$ cat src/rtl/operand_issue_ctrl_pkg.sv
// ============================================================================
// Module  : operand_issue_ctrl_pkg
// Brief   : Shared types for the operand issue controller and its scoreboard.
// Revision: 1.0 - initial release
// ============================================================================
`default_nettype none

package operand_issue_ctrl_pkg;

    localparam int WORD_W = 32;
    localparam int CR_W   = 32;
    localparam int GPR_W  = 5;

    typedef logic [WORD_W-1:0] Word;
    typedef logic [CR_W-1:0]   Cr_bits;
    typedef logic [GPR_W-1:0]  Gpr_index;

    typedef struct packed {
        Word    a;
        Word    b;
        Word    c;
        logic   cin;
        Cr_bits cr;
    } Operands;

    // Decoded request as held while it works its way to the execute stage.
    typedef struct packed {
        Gpr_index ra;
        Gpr_index rb;
        Gpr_index rc;
        logic     use_a;
        logic     use_b;
        logic     use_c;
        logic     wr_en;
        Gpr_index rt;
    } Issue_req;

    typedef enum logic [2:0] {
        IDLE    = 3'd0,
        CHECK   = 3'd1,
        READ_C  = 3'd2,
        CAPTURE = 3'd3,
        OUT     = 3'd4
    } Opissue_state;

    function automatic Operands operands_undef();
        return '0;
    endfunction

endpackage

`default_nettype wire

$ cat src/rtl/operand_issue_ctrl_scoreboard.sv
// ============================================================================
// Module  : operand_issue_ctrl_scoreboard
// Brief   : Pending-write bit per GPR with set-wins update and 3-source lookup.
// Revision: 1.0 - initial release
// ============================================================================
`default_nettype none

module operand_issue_ctrl_scoreboard
    import operand_issue_ctrl_pkg::*;
#(
    parameter int NUM_GPR = 32
) (
    input  logic     clk,
    input  logic     reset,
    input  logic     set_en,
    input  Gpr_index set_idx,
    input  logic     clr_en,
    input  Gpr_index clr_idx,
    input  Gpr_index src_a,
    input  Gpr_index src_b,
    input  Gpr_index src_c,
    input  logic     use_a,
    input  logic     use_b,
    input  logic     use_c,
    output logic     hit
);

    logic [NUM_GPR-1:0] pending;
    logic [NUM_GPR-1:0] pending_next;

    // Set is applied after clear so a retiring old writer never hides a new one.
    always_comb begin
        pending_next = pending;
        for (int i = 0; i < NUM_GPR; i++) begin
            if (clr_en && (clr_idx == Gpr_index'(i))) pending_next[i] = 1'b0;
            if (set_en && (set_idx == Gpr_index'(i))) pending_next[i] = 1'b1;
        end
    end

    always_ff @(posedge clk) begin
        if (reset) begin
            pending <= '0;
        end else begin
            pending <= pending_next;
        end
    end

    // Lookup sees only registered bits: no same-cycle writeback bypass.
    always_comb begin
        hit = 1'b0;
        for (int i = 0; i < NUM_GPR; i++) begin
            if (pending[i]) begin
                if (use_a && (src_a == Gpr_index'(i))) hit = 1'b1;
                if (use_b && (src_b == Gpr_index'(i))) hit = 1'b1;
                if (use_c && (src_c == Gpr_index'(i))) hit = 1'b1;
            end
        end
    end

endmodule

`default_nettype wire

$ cat src/rtl/operand_issue_ctrl.sv
// ============================================================================
// Module  : operand_issue_ctrl
// Brief   : Single-thread operand fetch: hazard check, RF reads, operand issue.
// Revision: 1.0 - initial release
// ============================================================================
`default_nettype none

module operand_issue_ctrl
    import operand_issue_ctrl_pkg::*;
#(
    parameter int NUM_GPR        = 32,
    parameter bit USE_SCOREBOARD = 1'b1
) (
    input  logic     clk,
    input  logic     reset,
    input  logic     req_valid,
    output logic     req_ready,
    input  Gpr_index req_ra,
    input  Gpr_index req_rb,
    input  Gpr_index req_rc,
    input  logic     req_use_a,
    input  logic     req_use_b,
    input  logic     req_use_c,
    input  logic     req_wr_en,
    input  Gpr_index req_rt,
    output Gpr_index rf_raddr_0,
    output Gpr_index rf_raddr_1,
    output logic     rf_re_0,
    output logic     rf_re_1,
    input  Word      rf_rdata_0,
    input  Word      rf_rdata_1,
    input  logic     xer_ca,
    input  Cr_bits   cr_in,
    output logic     op_valid,
    input  logic     op_ready,
    output Operands  opbus,
    input  logic     wb_valid,
    input  Gpr_index wb_rt,
    input  logic     flush,
    output logic     busy
);

    Opissue_state state;
    Opissue_state state_next;
    Issue_req     cur;
    Issue_req     req_in;
    Operands      opbus_q;
    logic         accept;
    logic         sb_set;
    logic         sb_hit;
    logic         hazard;

    assign req_in = '{ra: req_ra, rb: req_rb, rc: req_rc,
                      use_a: req_use_a, use_b: req_use_b, use_c: req_use_c,
                      wr_en: req_wr_en, rt: req_rt};

    operand_issue_ctrl_scoreboard #(
        .NUM_GPR (NUM_GPR)
    ) u_sb (
        .clk     (clk),
        .reset   (reset),
        .set_en  (sb_set),
        .set_idx (cur.rt),
        .clr_en  (wb_valid),
        .clr_idx (wb_rt),
        .src_a   (cur.ra),
        .src_b   (cur.rb),
        .src_c   (cur.rc),
        .use_a   (cur.use_a),
        .use_b   (cur.use_b),
        .use_c   (cur.use_c),
        .hit     (sb_hit)
    );

    assign hazard = USE_SCOREBOARD && sb_hit;

    always_comb begin
        state_next = state;
        req_ready  = 1'b0;
        rf_raddr_0 = '0;
        rf_raddr_1 = '0;
        rf_re_0    = 1'b0;
        rf_re_1    = 1'b0;
        op_valid   = 1'b0;
        sb_set     = 1'b0;
        unique case (state)
            IDLE: begin
                req_ready = 1'b1;
                if (req_valid) state_next = CHECK;
            end
            CHECK: begin
                if (!hazard) begin
                    rf_raddr_0 = cur.ra;
                    rf_raddr_1 = cur.rb;
                    rf_re_0    = cur.use_a;
                    rf_re_1    = cur.use_b;
                    state_next = cur.use_c ? READ_C : CAPTURE;
                end
            end
            READ_C: begin
                rf_raddr_0 = cur.rc;
                rf_re_0    = 1'b1;
                state_next = CAPTURE;
            end
            CAPTURE: begin
                state_next = OUT;
            end
            OUT: begin
                op_valid  = 1'b1;
                req_ready = op_ready;
                if (op_ready) begin
                    sb_set     = cur.wr_en;
                    state_next = req_valid ? CHECK : IDLE;
                end
            end
            default: state_next = IDLE;
        endcase
        // Flush overrides everything; the scoreboard only keeps retiring writebacks.
        if (flush) begin
            state_next = IDLE;
            req_ready  = 1'b0;
            op_valid   = 1'b0;
            rf_re_0    = 1'b0;
            rf_re_1    = 1'b0;
            rf_raddr_0 = '0;
            rf_raddr_1 = '0;
            sb_set     = 1'b0;
        end
    end

    assign accept = req_valid && req_ready;

    always_ff @(posedge clk) begin
        if (reset) begin
            state   <= IDLE;
            cur     <= '0;
            opbus_q <= operands_undef();
        end else begin
            state <= state_next;
            if (accept) cur <= req_in;
            if (!flush) begin
                unique case (state)
                    READ_C: begin
                        opbus_q.a   <= cur.use_a ? rf_rdata_0 : '0;
                        opbus_q.b   <= cur.use_b ? rf_rdata_1 : '0;
                        opbus_q.c   <= '0;
                        opbus_q.cin <= xer_ca;
                        opbus_q.cr  <= cr_in;
                    end
                    CAPTURE: begin
                        // use_c means READ_C already took a/b/cin/cr.
                        if (cur.use_c) begin
                            opbus_q.c <= rf_rdata_0;
                        end else begin
                            opbus_q.a   <= cur.use_a ? rf_rdata_0 : '0;
                            opbus_q.b   <= cur.use_b ? rf_rdata_1 : '0;
                            opbus_q.c   <= '0;
                            opbus_q.cin <= xer_ca;
                            opbus_q.cr  <= cr_in;
                        end
                    end
                    default: ;
                endcase
            end
        end
    end

    assign opbus = opbus_q;
    assign busy  = (state != IDLE);

endmodule

`default_nettype wire

$ cat config.mk
export PLATFORM = sky130hd
export DESIGN_NAME = operand_issue_ctrl
export DESIGN_NICKNAME = d
export VERILOG_FILES = /design/src/rtl/operand_issue_ctrl_pkg.sv /design/src/rtl/operand_issue_ctrl_scoreboard.sv /design/src/rtl/operand_issue_ctrl.sv
export SDC_FILE = /design/constraint.sdc
export NUM_CORES = 1
export LEC_CHECK = 0
export CORE_ASPECT_RATIO = 1.25
export CORE_MARGIN = 2
export CORE_UTILIZATION = 46
export DETAILED_ROUTE_END_ITERATION = 10
export PLACE_DENSITY = 0.86
export SYNTH_ARGS = -nofsm -noshare
export SYNTH_HDL_FRONTEND = slang
export SYNTH_SLANG_ARGS = --single-unit
$ cat constraint.sdc
create_clock -name clk -period 3.7 [get_ports clk]
set_input_delay 0.925 -clock clk [delete_from_list [all_inputs] [get_ports clk]]
set_output_delay 0.925 -clock clk [all_outputs]
set_load 0.02 [all_outputs]
==> results.cfg <==
[sta]
fin_worst_skew_ns = 0.0183
slew_headroom_pct = 47.0
finalCritPeriodShare_pct = 109
tightest_slew_ns = 0.795
hold_ws_ns = 0.457
fin_crit_ns = 4.02
drv_slew = 0
clock.fmax_mhz = 248
hold_violations = 0
setup_ws_ns = -0.325
setup_violations = 12
rsz0062_at_grt = true
tns_ns = -2.24

[pwr]
p_per_area_nw_per_um2 = 348
pwr-share-comb_pct = 10.5
p_sw_share_pct = 27.5
clkPwrFrac_pct = 42.6
p_sw_mw = 1.21
p_seq_share_pct = 46.9
peakVddDrop_mv = 0.315
power_mw = 4.41
intPower_mw = 3.20
power.leakage_nw = 4.39

[run_status]
outcome = finished, violations left
violations = negative setup slack

[final_layout]
nNetsFinal = 1455
drive_gt1_share_pct = 15.3
final_util_pct = 72.8
nFillCells = 1310
syn_to_final_growth_pct = 55.5
seq_area_sq_um = 3780
multi_input_area_sq_um = 4210
final_cells = 1563

[cts]
htree_levels = 4
clock-sinks = 188
cts_tree = yes
clk_latency_ns = 0.44
clkTransAtPathRegs_ns = 0.08
ctsHoldBuffers = 0
cts_buffer_depth = 2
cts_buffers = 17
clock-root-buffer = clkbuf_16

[synthesis]
synth_cells = 993
syn_area_sq_um = 8150
synth.distinct_cells = 59
syn_nets = 1125
dominantRegCellSynth = dfxtp_1
ys_seq_elements = 188
synth_edf_count = 0
yosys_warnings = 0
synthArstFlopShare_pct = 0
ys_seq_area_share_pct = 46.2
syn_area_per_cell_sq_um = 8.21

[worst_setup_path]
worstPathMaxFanout = 5
start_kind = flip-flop
critPathKind = reg -> out
cp.arrival_ns = 3.10
crit_path_end_kind = output port
cp_data_required_time_ns = 2.77

[placement]
port_buffers = 275
dpl.hpwl_um = 25400
dp_cells = 1513
gp_congestion = 1.05

[routing]
drc = 0
avgViaCountPerCell = 5.88
ant_nets = 0
wl_um = 34400
dr.pass1.iters = 8
vias = 9191
post_drt_wl_per_cell_um = 22.0
first_iter_violations = 958

[global_routing]
overflow = 0
grt_pass1_wl_um = 52100
grt_pass1_vias = 9074
grt_usage_pct = 36.4
grt_max_degree = 78
grt_antenna_before_repair = 3

[floorplan]
rows = 54
io_pins = 276
core_sq_um = 17400
initial_utilization_pct = 46.8
die-area_sq_um = 18800
dieHeight_um = 153
die_width_um = 123

[flow_run]
drv_cap = 0

[min_path]
hp-class = reg -> reg
[stage by stage]
step	worst slack, ns	cell area (sq um)
2_1_floorplan	0.0332	8150
3_3_place_gp	-0.403	11700
3_5_place_dp	-0.431	11700
4_1_cts	-0.234	12700
5_1_grt	-0.360	12700
6_report	-0.325	12700
[power by group through the flow]
stage	Clock [mW]	Sequential [mW]	Combinational (mW)
final	1.88	2.07	0.465
after global routing	1.97	2.07	0.491
after CTS	1.89	2.07	0.455
after detailed placement	0	2.12	0.442
after global placement	0	2.11	0.439
after floorplan	0	2.11	0.166
[synth_stat cells, types with 2 or more instances]
cell | n | area (sq um)
nor4_1 | 9 | 56.3
o31ai_2 | 6 | 75.1
o32ai_1 | 3 | 26.3
dfxtp_1 | 188 | 3760
nand4_1 | 11 | 68.8
nand2_1 | 234 | 878
nor2_1 | 27 | 101
o21ai_1 | 5 | 25.0
mux2_1 | 3 | 33.8
o31ai_1 | 3 | 22.5
a21oi_1 | 130 | 651
nor3_1 | 14 | 70.1
buf_1 | 7 | 26.3
a22o_1 | 32 | 280
mux2i_1 | 11 | 110
buf_2 | 2 | 10.0
nand3_1 | 25 | 125
nor3b_1 | 4 | 30.0
inv_1 | 9 | 33.8
nor4b_1 | 7 | 61.3
or3_1 | 4 | 25.0
a31oi_1 | 4 | 25.0
a22oi_1 | 4 | 30.0
and3_1 | 5 | 31.3
a32o_1 | 34 | 340
o21bai_1 | 2 | 15.0
or2_2 | 3 | 18.8
o21ai_0 | 40 | 200
nand4b_1 | 11 | 96.3
a211oi_1 | 3 | 22.5
buf_6 | 2 | 22.5
a41oi_1 | 2 | 17.5
nor2b_1 | 15 | 93.8
nand3b_1 | 13 | 97.6
or4_1 | 2 | 15.0
clkbuf_1 | 75 | 282
nor4_2 | 3 | 37.5
nand2b_1 | 20 | 125
[cells in the final DEF, fill, tap and decap left out, types with 4 or more instances in the layout]
master,synthesis,routed
clkinv_8,0,5
o31ai_4,0,5
nand2_1,234,234
or3_1,4,4
nor3b_1,4,4
nand4b_1,11,11
inv_1,9,9
nor2b_1,15,15
dfxtp_1,188,181
o21ai_1,5,5
nand3_1,25,24
clkdlybuf4s50_1,0,261
nor4_1,9,6
a21oi_1,130,128
a32o_1,34,34
nand3b_1,13,13
nor4b_1,7,7
nand2b_1,20,20
and3_1,5,5
nor3_1,14,12
buf_4,0,119
dfxtp_2,0,5
buf_6,2,8
a22o_1,32,32
o21ai_0,40,40
nor4_4,1,7
nand4_1,11,11
inv_6,0,5
mux2i_1,11,11
a22oi_1,4,4
a31oi_1,4,4
nor2_1,27,25
clkbuf_16,0,17
buf_12,0,6
[cell families (layout without fill, tap and decap cells)]
group,after synthesis,count (layout),synth area share [%]
and+or+nand+nor,416,416,24.9
other,0,3,0
AOI/OAI and AO/OA,279,279,22.4
DFF,188,188,46.2
buffers and inverters,95,438,4.59
muxes,15,15,1.90
[flip-flops by register name (all words and copies together), names as in the netlist]
signal	flops
cur	24
u_sb.pending	32
state	3
opbus	129
[repair_timing]
| item | in CTS | in global routing |
|---|---|---|
| resized for setup | 108 | 3 |
| gates cloned | 1 | 0 |
| setup endpoints to repair | 12 | 12 |
| pin swaps | 19 | 5 |
| buffers inserted | 11 | 4 |
[critical path, stage by stage (launching register included)]
cell and delay, ns:
dfxtp_4 0.35, and3b_2 0.23, buf_6 0.12, nand4_1 0.08, a21oi_2 0.07, or4_4 0.53, nor4_4 0.34, o2111ai_4 0.20
buf_12 0.19, buf_12 0.12, nor4_4 0.22, buf_4 0.21
[per-layer routing]
layer  vias to the layer above  routed length [um]  global-route usage, %
met3                       118                2750                   8.36
met1                      4338               12300                   41.9
met4                         0                2240                   21.6
met2                       530               17000                   60.6
met5                         -                   0                      0
li1                       4205                   -                      -
[path summary, 6_finish.rpt]
kind / slack [ns] / to / startpoint / cells past startpoint
setup / recovery: -0.32 / rf_raddr_1[1] / cur[9] / 11
hold / removal: 0.46 / opbus[10] / opbus[10] / 2
setup reg to reg: 0.96 / state[0] / cur[9] / 11
hold reg to reg: 0.46 / opbus[10] / opbus[10] / 2
[cell type report]
| cell class | count | area share, % |
|---|---|---|
| tap | 224 | 2.21 |
| multi-input combinational | 710 | 33.2 |
| antenna | 3 | 0.0592 |
| clock buffer | 17 | 3.35 |
| clock inverter | 15 | 1.45 |
| sequential | 188 | 29.8 |
| inverter | 9 | 0.266 |
| timing repair buffer | 397 | 29.7 |
Note: power is estimated with default switching activity, not from simulation.
